==> config.mk <==
export PLATFORM = sky130hd
export DESIGN_NAME = rf_wb_arbiter
export DESIGN_NICKNAME = d
export VERILOG_FILES = /design/src/rtl/rf_wb_arbiter.sv
export SDC_FILE = /design/constraint.sdc
export NUM_CORES = 1
export LEC_CHECK = 0
export ABC_AREA = 1
export CAP_MARGIN = 40
export CORE_UTILIZATION = 43
export DETAILED_ROUTE_END_ITERATION = 16
export PLACE_DENSITY_LB_ADDON = 0.08
export SYNTH_ARGS = -nofsm -noshare
export SYNTH_HDL_FRONTEND = slang
export SYNTH_SLANG_ARGS = --single-unit
==> constraint.sdc <==
create_clock -name clk -period 1.55 [get_ports clk]
set_clock_uncertainty 0.2 [all_clocks]
set_input_delay 0.155 -clock clk [delete_from_list [all_inputs] [get_ports clk]]
set_output_delay 0.155 -clock clk [all_outputs]
set_load 0.03 [all_outputs]
==> src/rtl/rf_wb_arbiter.sv <==
// Register-file write-port owner: round-robin arbitration between an ALU writeback (A)
// and a long-latency writeback (B), plus a per-register pending-write scoreboard.
module rf_wb_arbiter #(
    parameter int AW = 5,
    parameter int DW = 32
) (
    input  logic          clk,
    input  logic          reset_n,
    input  logic          issue_v,
    input  logic [AW-1:0] issue_rd,
    output logic          issue_ok,
    input  logic [AW-1:0] rs1,
    input  logic [AW-1:0] rs2,
    output logic          busy1,
    output logic          busy2,
    input  logic          a_valid,
    input  logic [AW-1:0] a_rd,
    input  logic [DW-1:0] a_data,
    output logic          a_ready,
    input  logic          b_valid,
    input  logic [AW-1:0] b_rd,
    input  logic [DW-1:0] b_data,
    output logic          b_ready,
    output logic          we3,
    output logic [AW-1:0] a3,
    output logic [DW-1:0] wd3,
    output logic          sb_idle
);

    localparam int NREG = 2 ** AW;

    logic            r_last_b;
    logic            r_we3;
    logic [AW-1:0]   r_a3;
    logic [DW-1:0]   r_wd3;
    logic [NREG-1:0] r_busy;

    logic            w_grant_a;
    logic            w_grant_b;
    logic            w_accept;
    logic [AW-1:0]   w_rd;
    logic [DW-1:0]   w_data;
    logic            w_issue_ok;
    logic            w_set;
    logic [NREG-1:0] w_busy_nxt;

    // A wins a tie only when B was the last one granted.
    assign w_grant_a = a_valid && (!b_valid || r_last_b);
    assign w_grant_b = b_valid && !w_grant_a;
    assign w_accept  = w_grant_a || w_grant_b;
    assign w_rd      = w_grant_a ? a_rd : b_rd;
    assign w_data    = w_grant_a ? a_data : b_data;

    assign w_issue_ok = (issue_rd == '0) || !r_busy[issue_rd] ||
                        (r_we3 && (r_a3 == issue_rd));
    assign w_set      = issue_v && w_issue_ok && (issue_rd != '0);

    // The set is applied after the clear so a same-edge reissue keeps the bit high.
    always_comb begin
        w_busy_nxt = r_busy;
        if (r_we3) begin
            w_busy_nxt[r_a3] = 1'b0;
        end
        if (w_set) begin
            w_busy_nxt[issue_rd] = 1'b1;
        end
    end

    always_ff @(posedge clk or negedge reset_n) begin
        if (!reset_n) begin
            r_last_b <= 1'b1;
            r_we3    <= 1'b0;
            r_a3     <= '0;
            r_wd3    <= '0;
            r_busy   <= '0;
        end else begin
            r_busy <= w_busy_nxt;
            if (w_accept) begin
                r_we3    <= (w_rd != '0);
                r_a3     <= w_rd;
                r_wd3    <= w_data;
                r_last_b <= w_grant_b;
            end else begin
                r_we3 <= 1'b0;
            end
        end
    end

    assign a_ready  = w_grant_a;
    assign b_ready  = w_grant_b;
    assign issue_ok = w_issue_ok;
    assign busy1    = (rs1 != '0) && r_busy[rs1];
    assign busy2    = (rs2 != '0) && r_busy[rs2];
    assign we3      = r_we3;
    assign a3       = r_a3;
    assign wd3      = r_wd3;
    assign sb_idle  = (r_busy == '0);

endmodule
After elaboration in Yosys (flattened, before gate mapping)
Index checks and enable logic that the tools add are counted.

word-level totals
  register bits = 71
  bits in latches = 0
  RAM bits = 0
  bits in read-only memories = 0
  input port bits = 94
  output and inout bits = 44
  word-level logic and storage cells = 52
  memories = 0

cells by class
  add/subtract/negate cells = 0
  multiply operators = 0
  divide/modulo/power cells = 0
  magnitude comparators = 6
  equal/unequal tests = 1
  shifts and indexed selects = 0
  muxes and demuxes = 15
  bitwise logic cells = 3
  reduce and logical (&&, ||, !) cells = 22

operators by type and width
  kind                  count
  $mux W32              3
  $and A32 B32 Y32      1
  $logic_not A32 Y1     1
  $not A32 Y32          1
  $or A32 B32 Y32       1
  $lt A5 B6 Y1 const B  4
  $reduce_bool A5 Y1    4
  $bmux W1 S5           3
  $demux W1 S5          2
  $ge A5 B1 Y1 const B  2
  $logic_and A1 B1 Y1   9
  $mux W1               6
  $eq A5 B5 Y1          1
  $logic_not A5 Y1      1
  $mux W5               1
  $logic_or A1 B1 Y1    4
  $logic_not A1 Y1      3

Longest topological paths before layout
Gate-level depths: netlist of the first run.

  word-level depth = 9
  mapped depth = 14
  gate-level depth less buffers = 12

Worst setup path after synthesis of the first run
No wires, ideal clock.

  path type = register to output
  start point = register r_last_b
  end point = output port b_ready
  arrival = 1.512 ns
  required time = 1.195 ns
  setup slack = -0.317 ns
  stages on the path, launching flop included = 7
  path buffers = 1
  path through = dfstp_2 -> inv_1 -> nand2_1 -> nand2_1 -> clkinv_1 -> clkbuf_1 -> nor2_1

between the ends
  longest elaborated chain between the ends = 4

RTL lines
  what                      line  source
  start: declaration        32    logic r_last_b;
  start signal: assignment  82    r_last_b <= w_grant_b;
  $logic_or A1 B1 Y1        48    assign w_grant_a = a_valid && (!b_valid || r_last_b);
  $logic_and A1 B1 Y1       48
  net a_ready               19    output logic a_ready,
  $logic_not A1 Y1          49    assign w_grant_b = b_valid && !w_grant_a;
  $logic_and A1 B1 Y1       49
  end: declaration          23    output logic b_ready,

The timed path passes the listed nets, and every way through them passes these cells.

Final worst setup path of the first run
  start point = register r_busy[8]
  end point = output port issue_ok

between the ends
  longest elaborated chain between the ends = 5

RTL lines
  what                              line  source
  start: declaration                36    logic [NREG-1:0] r_busy;
  start signal: assignment          77    r_busy <= w_busy_nxt;
  $bmux W1 S5                       54    assign w_issue_ok = (issue_rd == '0) || !r_busy[issue_rd] ||
  $mux W1 (implied by the code)     54
  $logic_not A1 Y1                  54
  $logic_or A1 B1 Y1 (2 in series)  54
  end: declaration                  11    output logic issue_ok,

No other way between the ends. The select of a mux whose other input is x is not followed.

==> metrics.md, run 1 <==
| Metric | Value |
|---|---|
| Slowest-stage cell, CP | dfrtp_1 |
| Final Hold Viols | 0 |
| Reg2reg end | r_busy[27] |
| # H-tree levels | 3 |
| Die Y-Extent | 104 µm |
| Drt wl/cell | 17.6 µm |
| Maximum vdd drop | 500 µV |
| Ant. Diodes | 0 |
| Synthesized instance count | 672 |
| Post-DRT Antenna Nets | 0 |
| Maxcap violations | 0 |
| Violated checks | negative setup slack |
| Die span in x | 104 µm |
| CP cell instances | nand2_1 > nand2_1 > nand2_1 > nand2_1 > nand2_1 > nand2_1 > nor2_1 > nand2_1 > nand3_2 > buf_6 |
| EDFF count, synth | 0 |
| Worst Setup SP | r_busy[8] |
| CP arrival | 1.68 ns |
| Largest net degree at the start of global routing | 44 |
| Number of library cell types mapped by synthesis | 23 |
| Flops & latches, synth | 71 |
| R2R depth | 14 |
| Post-Route Utilization | 76.0% |
| Register area share after synthesis | 39.6% |
| Total congestion overflow | 0 |
| Top post-synthesis cells by area | dfrtp_1 39%, nand2_1 14%, nor2_1 9.6%, o21ai_0 8.0%, nand3_1 7.0% |
| Design Area, Final | 7570 µm² |
| CP required | 1.19 ns |
| Initial antenna violation count | 0 |
| CTS tree | done |
| Setup violators final | 75 |
| Static Leakage | 3.34 nW |
| Dpl cell area | 6560 µm² |
| Syn nets | 766 |
| Fin crit share | 131% |
| Area of the multi-input gates | 2880 µm² |
| Yosys top cell by area | dfrtp_1 |
| Setup slack at placement | -0.731 ns |
| First-pass GRT wire length | 27200 µm |
| Via density | 5.52 |
| Fin worst setup slack | -0.486 ns |
| Iteration count of the initial detailed-routing pass | 5 |
| Via Count | 5601 |
| Area grow syn2layout | 68.8% |
| Post-route minimum period | 2.04 ns |
| Vias in the first global route | 5491 |
| Reg2reg setup slack | -0.44 ns |
| Reg clk slew, reported paths | 0.07 ns |
| Area fraction of the dominant cell type after synthesis | 39.1% |
| Clock Sinks | 71 |
| Most Frequent Cell on Critical Path | nand2_1 |
| FFs w/ async S/R, synth | 100% |
| Fin cells | 1015 |
| Ys flop type | dfrtp_1 |
| Fillers | 715 |
| Number of CTS-inserted buffers | 9 |
| Hold slack | 0.0634 ns |
| Initial DRC Count | 375 |
| Setup crit end kind | primary output |
| Cell total after placement | 978 |
| Largest stage delay on the critical path | 0.45 ns |
| CTS root buf | clkbuf_8 |
| Unrepaired setup endpoints after global routing | true |
| Share of layout cells above drive strength 1 | 26.9% |
| Setup TNS | -23.98 ns |
| GRT Total Usage | 31.7% |
| Final wirelength | 17900 µm |
| # IOs | 138 |
| Critical path type | register to primary output |
| Crit Path Max Fanout | 5 |
| Cell Pwr Density | 1040 nW/µm² |
| Synth Area per Inst | 6.67 µm² |
| Slew of the pin with the lowest slew margin | 0.437 ns |
| Number of synthesis warnings | 0 |
| Worst hold-check path type | input port to asynchronous set/reset pin |
| Buffers on Ports | 137 |
| Starting density of the core | 45.0% |
| Clk buf depth | 2 |
| Post-Syn Area | 4480 µm² |
| Placer Congestion | 0.979 |
| Max-slew violations | 0 |
| Worst skew pair latency | 0.35 ns |
| Die Area | 10800 µm² |
| Core area | 9950 µm² |
| Status | finished, violations left |
| Critical path launch point type | register |
| Reg area | 1790 µm² |
| Post-DP HPWL | 11300 µm |
| Slew headroom | 70.8% |
| Cell Rows | 36 |
| Nets | 973 |
| Reg-to-Reg Start | r_busy[8] |
| Post-route DRC | 0 |
| FMAX | 491 MHz |
| Design Power | 7.90 mW |
[cells in the final DEF, fill, tap and decap left out, types with 6 or more instances in the layout]
cell type,count
o21ai_0,51
nor2_4,20
buf_4,60
inv_2,11
dfrtp_2,12
nor2_1,82
dfrtp_1,58
a21oi_2,6
a21oi_1,20
nand3_1,56
buf_12,15
dlygate4sd2_1,39
inv_1,34
o21ai_1,16
clkbuf_8,11
nand3_2,7
nor2_2,13
nand2_1,167
nor4_1,6
o31ai_2,21
buf_6,19
o31ai_1,11
clkdlybuf4s50_1,85
[cell families after synthesis]
kind of cell	share of synthesized area, %
flip-flops	39.6
multiplexers	1.12
AO/OA/AOI/OAI	17.6
buffers and inverters	7.59
AND/OR/NAND/NOR	34.1
[flip-flops by register name, indices dropped and copies added, names as in the netlist]
register  cells
a3            5
we3           1
r_busy       32
r_last_b      1
wd3          32
[routing by layer]
metal	GRT usage (%)	vias up	share of wire, %
met4	15.3	0	3.5
met1	35.4	2633	38
met3	7.02	52	7.3
li1	-	2649	-
met2	56.8	267	51
met5	0	-	0
[final cells by class]
| cell class | count | share of cell area (%) |
|---|---|---|
| inverters | 50 | 2.74 |
| multi-input cells | 516 | 38.1 |
| clock inverters | 1 | 0.0661 |
| well taps | 133 | 2.20 |
| repair buffers | 231 | 31.1 |
| clock buffers | 13 | 2.10 |
| flip-flops and latches | 71 | 23.7 |
[critical path: cells and delay by family, from the launching register on]
family	cells	cell delay, ns
buffers and inverters	1	0.14
flip-flops	1	0.45
AND/OR/NAND/NOR	9	0.74
[worst max path at each step]
| stage | to | slack (ns) | depth (start not counted) |
|---|---|---|---|
| global route | busy2 | -0.58 | 11 |
| floorplan | r_busy[10] | -0.03 | 9 |
| CTS | sb_idle | -0.46 | 5 |
| global placement | r_busy[31] | -0.66 | 11 |
| finish | issue_ok | -0.49 | 10 |
| detailed placement | r_busy[14] | -0.73 | 11 |
[repair_timing]
action | CTS | global route
resized for setup | 137 | 109
buffers inserted | 7 | 16
hold endpoints to repair | 70 | 0
cloned | 5 | 1
hold buffers | 1 | 0
endpoints found under the setup margin | 109 | 76
pin swaps | 16 | 32
[cell usage after synthesis, types with 2 or more instances]
cell / number
nor4_1: 8
o211ai_1: 5
clkinv_1: 3
buf_1: 2
nor2_1: 115
inv_1: 46
o21ai_0: 72
clkbuf_1: 22
buf_4: 3
dfrtp_1: 70
buf_2: 8
o22ai_1: 3
nand3_1: 63
o31ai_1: 32
a21oi_1: 26
nand2_1: 171
nand3b_1: 2
mux2i_1: 5
nor3_1: 10
nand4_1: 3
[power breakdown]
part | leakage, nW | total [mW] | internal [mW] | switching (mW)
Clock | 0.0854 | 1.32 | 0.650 | 0.671
Sequential | 0.820 | 3.07 | 2.40 | 0.672
Combinational | 2.43 | 3.51 | 1.63 | 1.88
No activity file was read; power rests on OpenSTA's default activity.
==> inputs of run 2 (changes only) <==
--- a/config.mk
+++ b/config.mk
@@ -10,6 +10,7 @@
 export CORE_UTILIZATION = 43
 export DETAILED_ROUTE_END_ITERATION = 16
 export PLACE_DENSITY_LB_ADDON = 0.08
+export RECOVER_POWER = 25
 export SYNTH_ARGS = -nofsm -noshare
 export SYNTH_HDL_FRONTEND = slang
 export SYNTH_SLANG_ARGS = --single-unit
==> run 2 against run 1 <==
Against the previous run:
- the run still ends with negative setup slack left
- critical path depth did not move
- combinational power about the same
- clock-buffer cell count is the same
- first-iteration DRC count unchanged
- sequential cell count did not move
- register-to-register slack barely moved
- routed wire length barely moved
- largest power group unchanged
==> metrics.md, run 2 (synthesized netlist as in run 1, its figures left out) <==
| Metric | Value |
|---|---|
| Worst hold-check path type | input port to register |
| Reg clk slew, reported paths | 0.07 ns |
| Most common cell after layout, fill and taps aside | nand2_1 |
| Clock Sinks | 71 |
| Fin crit share | 131% |
| Fin worst setup slack | -0.484 ns |
| Maximum vdd drop | 500 µV |
| Via Count | 5602 |
| Status | finished, violations left |
| Area grow syn2layout | 68.4% |
| Final Hold Viols | 0 |
| Share of layout cells above drive strength 1 | 26.8% |
| # IOs | 138 |
| Max-slew violations | 0 |
| # H-tree levels | 3 |
| Cell total after placement | 978 |
| FMAX | 492 MHz |
| Buffers on Ports | 137 |
| Worst skew pair latency | 0.35 ns |
| Iteration count of the initial detailed-routing pass | 5 |
| Clk pwr share | 16.7% |
| Setup crit end kind | primary output |
| Static Leakage | 3.33 nW |
| Sw Ratio | 40.8% |
| Starting density of the core | 45.0% |
| CTS tree | done |
| Fin cells | 1015 |
| Crit Path Max Fanout | 5 |
| CTS root buf | clkbuf_8 |
| Setup violators final | 75 |
| Largest net degree at the start of global routing | 44 |
| Hold slack | 0.211 ns |
| First-pass GRT wire length | 27200 µm |
| Reg area | 1790 µm² |
| P_sw | 3.23 mW |
| Critical path type | register to primary output |
| Post-DP HPWL | 11300 µm |
| Logic gate share of total power | 44.4% |
| Number of CTS-inserted buffers | 9 |
| GRT Total Usage | 31.7% |
| Violated checks | negative setup slack |
| P_int | 4.67 mW |
| CP required | 1.19 ns |
| Cell Pwr Density | 1050 nW/µm² |
| Area of the multi-input gates | 2880 µm² |
| Maxcap violations | 0 |
| Initial antenna violation count | 0 |
| Nets | 973 |
| Ant. Diodes | 0 |
| Vias in the first global route | 5491 |
| Setup slack at placement | -0.731 ns |
| Post-DRT Antenna Nets | 0 |
| CP arrival | 1.68 ns |
| Total congestion overflow | 0 |
| Clk buf depth | 2 |
| Unrepaired setup endpoints after global routing | true |
| Post-route minimum period | 2.03 ns |
| Die Area | 10800 µm² |
| Post-route DRC | 0 |
| Leading cell types in the layout, fill and taps excluded | 167 x nand2_1, 85 x clkdlybuf4s50_1, 82 x nor2_1, 60 x buf_4, 58 x dfrtp_1 |
| Initial DRC Count | 375 |
| Slew headroom | 37.2% |
| Final wirelength | 17900 µm |
| Drt wl/cell | 17.6 µm |
| Core area | 9950 µm² |
| Design Power | 7.90 mW |
| Die Y-Extent | 104 µm |
| Fillers | 720 |
| Placer Congestion | 0.979 |
| Critical path launch point type | register |
| Via density | 5.52 |
| Sequential share of power | 38.9% |
| Setup TNS | -23.87 ns |
| Die span in x | 104 µm |
| Cell Rows | 36 |
| Slew of the pin with the lowest slew margin | 0.943 ns |
-- run 2: critical path, stage by stage (launching register included) --
cell     delay (ns)
dfrtp_1        0.45
nand2_1        0.10
nand2_1        0.05
nand2_1        0.05
nand2_1        0.05
nand2_1        0.05
nand2_1        0.08
nor2_1         0.13
nand2_1        0.10
nand3_2        0.12
buf_6          0.14
-- run 2: power groups by stage --
stage | Combinational (mW) | Clock, mW | Sequential, mW
4_1_cts | 3.14 | 1.33 | 2.99
3_5_place_dp | 2.90 | 0 | 3.02
5_1_grt | 3.82 | 1.43 | 3.13
6_report | 3.50 | 1.32 | 3.07
2_1_floorplan | 1.44 | 0 | 3.04
3_3_place_gp | 2.85 | 0 | 3.00
-- run 2: final timing paths --
path	cells past startpoint	endpoint	slack [ns]	from
min reg2reg	2	wd3[27]	0.29	wd3[27]
min in group asynchronous	2	wd3[6]	0.25	reset_n
max in group asynchronous	3	r_last_b	0.08	reset_n
max	10	issue_ok	-0.48	r_busy[8]
max reg2reg	14	r_busy[25]	-0.43	r_busy[8]
min	3	wd3[27]	0.21	a_data[27]
-- run 2: cell type report --
class,count,area share [%]
Multi-Input combinational cell,516,38.2
Clock buffer,13,2.10
Tap cell,133,2.20
Clock inverter,1,0.0663
Inverter,50,2.75
Sequential cell,71,23.7
Timing Repair Buffer,231,31.0
-- run 2: per-stage QoR --
stage	cell area [µm²]	util (%)
2_1_floorplan	4560	-
3_3_place_gp	6560	65.9
3_5_place_dp	6560	65.9
4_1_cts	7150	71.9
5_1_grt	7550	75.8
6_report	7550	75.8
-- run 2: routing by layer --
metal  part of all wire [%]  up-vias  GRT usage (%)
met5                      0        -              0
met4                    3.5        0           15.3
met2                     52      257           56.8
li1                       -     2647              -
met1                     38     2645           35.4
met3                    6.8       53           7.02
-- run 2: repair_timing --
action | CTS | global route
cloned | 5 | 1
endpoints found under the setup margin | 109 | 76
setup buffers | 7 | 16
gates resized for setup | 137 | 109
hold endpoints to repair | 70 | 0
pin swaps | 16 | 32
hold buffers | 1 | 0
==> inputs of run 3 (changes only) <==
--- a/config.mk
+++ b/config.mk
@@ -7,7 +7,7 @@
 export LEC_CHECK = 0
 export ABC_AREA = 1
 export CAP_MARGIN = 40
-export CORE_UTILIZATION = 43
+export CORE_UTILIZATION = 48
 export DETAILED_ROUTE_END_ITERATION = 16
 export PLACE_DENSITY_LB_ADDON = 0.08
 export RECOVER_POWER = 25
==> constraint.sdc (replaced) <==
create_clock -name clk -period 1.91 [get_ports clk]
set_clock_uncertainty 0.2 [all_clocks]
set_input_delay 0.191 -clock clk [delete_from_list [all_inputs] [get_ports clk]]
set_output_delay 0.191 -clock clk [all_outputs]
set_load 0.03 [all_outputs]
==> run 3 against run 2 <==
Against the previous run:
- the flow still finishes with violations (negative setup slack)
- non-clock buffer count down 33
- first-iteration DRC count down 2.9%
- worst setup slack better by 0.39 ns
- critical endpoint unchanged
==> metrics.md, run 3 (synthesized netlist as in run 1, its figures left out) <==
| Metric | Value |
|---|---|
| Status | finished, violations left |
| Violated checks | negative setup slack |
| Setup slack at placement | -0.360 ns |
| Buffers on Ports | 137 |
| Crit Path Max Fanout | 5 |
| GRT Total Usage | 33.7% |
| Clk buf depth | 2 |
| Post-route minimum period | 2.01 ns |
| Via density | 5.73 |
| Ant. Diodes | 0 |
| Die span in x | 98.7 µm |
| Core area | 8890 µm² |
| Static Leakage | 3.01 nW |
| # H-tree levels | 3 |
| FMAX | 499 MHz |
| Hold_sp | b_data[3] |
| # IOs | 138 |
| Starting density of the core | 50.4% |
| Die Y-Extent | 98.7 µm |
| Setup crit end kind | primary output |
| Vias in the first global route | 5333 |
| Critical path type | register to primary output |
| Final Hold Viols | 0 |
| Worst hold-check path type | input port to register |
| Worst Setup SP | r_busy[15] |
| Post-DRT Antenna Nets | 0 |
| Die Area | 9730 µm² |
| Fin crit share | 105% |
| Most common cell after layout, fill and taps aside | nand2_1 |
| Cell Pwr Density | 906 nW/µm² |
| Via Count | 5485 |
| Iteration count of the initial detailed-routing pass | 5 |
| Slew of the pin with the lowest slew margin | 0.974 ns |
| Cell Rows | 34 |
| CTS tree | done |
| CP cell instances | nand2_1 > nand2_1 > nand2_1 > nand2_1 > nand2_1 > nand2_1 > nor2_1 > nand2_1 > nand3_2 > buf_6 |
| Fin worst setup slack | -0.0959 ns |
| First-pass GRT wire length | 25900 µm |
| Post-route DRC | 0 |
| Leading cell types in the layout, fill and taps excluded | 169 x nand2_1, 116 x clkdlybuf4s50_1, 113 x nor2_1, 60 x nand3_1, 57 x o21ai_0 |
| CP arrival | 1.61 ns |
| Area grow syn2layout | 50.7% |
| Clock Sinks | 71 |
| Total congestion overflow | 0 |
| CTS root buf | clkbuf_8 |
| Largest net degree at the start of global routing | 72 |
| Drt wl/cell | 16.9 µm |
| Final wirelength | 16200 µm |
| Setup violators final | 5 |
| Placer Congestion | 0.923 |
| Post-DP HPWL | 11500 µm |
| Unrepaired setup endpoints after global routing | true |
| Maximum vdd drop | 434 µV |
| Share of layout cells above drive strength 1 | 16.9% |
| Slew headroom | 35.1% |
| Worst skew pair latency | 0.34 ns |
| Critical path launch point type | register |
| Max-slew violations | 0 |
| Number of CTS-inserted buffers | 9 |
| Reg clk slew, reported paths | 0.07 ns |
| Initial DRC Count | 364 |
| CP required | 1.52 ns |
| Maxcap violations | 0 |
| Most Frequent Cell on Critical Path | nand2_1 |
| Design Power | 6.12 mW |
| Reg-to-Reg Start | r_busy[15] |
| Largest stage delay on the critical path | 0.46 ns |
| Nets | 941 |
| Initial antenna violation count | 0 |
| Slowest-stage cell, CP | dfrtp_2 |
-- run 3: cell count changes in the layout (fill, tap and decap cells not counted), sizes merged --
cell,before,now
buf,102,65
clkdlybuf4s50,85,116
dlygate4sd2,39,12
clkinv,4,2
dlymetal6s2s,0,2
inv,47,49
clkdlybuf4s15,2,1
-- run 3: per-layer routing --
metal | routed length [µm] | global-route usage [%] | vias to the layer above
li1 | - | - | 2583
met1 | 6300 | 39.0 | 2562
met2 | 7940 | 59.8 | 285
met3 | 1320 | 7.66 | 55
met4 | 590 | 14.6 | 0
met5 | 0 | 0 | -
-- run 3: what timing repair did --
item	4_1_cts	5_1_grt
resized for setup	55	56
gates cloned	3	0
pin swaps	9	13
hold buffers	1	0
endpoints found under the setup margin	12	7
hold endpoints to repair	71	0
setup buffers	4	7
-- run 3: area by class of cell --
cell class / count / area, µm²
multi-input combinational: 516 / 2520
clock buffer: 14 / 183
timing repair inverter: 1 / 3.75
tap: 108 / 135
timing repair buffer: 198 / 1920
sequential: 71 / 1800
fill: 692 / 2130
inverter: 50 / 194
-- run 3: critical path: cells and delay by family, from the launching register on --
family / cells / cell delay (ns)
simple gates: 9 / 0.66
flops: 1 / 0.46
buf+inv: 1 / 0.14
-- run 3: path summary, 6_finish.rpt --
kind | end | slack, ns | cells past startpoint
worst max-delay path | issue_ok | -0.1 | 10
worst min-delay path | wd3[3] | 0.25 | 3
worst max register to register | r_busy[4] | -0.01 | 13
worst min register to register | wd3[23] | 0.28 | 2
max in group asynchronous | r_busy[30] | 0.36 | 3
min in group asynchronous | wd3[3] | 0.46 | 3
-- run 3: where the power goes --
group	switching, mW	internal [mW]	total, mW
clock network	0.539	0.601	1.14
logic	1.34	1.04	2.38
registers	0.641	1.96	2.60
-- run 3: through the flow --
stage	instances	util [%]	cell area, µm²	TNS [ns]	hold slack [ns]
finish	958	76.0	6760	-0.327	0.246
floorplan	672	-	4480	0	-0.305
CTS	951	74.2	6600	-0.365	0.207
detailed placement	929	70.5	6270	-11.38	0.0496
global placement	929	70.5	6270	-11.53	0.0401
global route	958	76.0	6760	-1.82	0.260
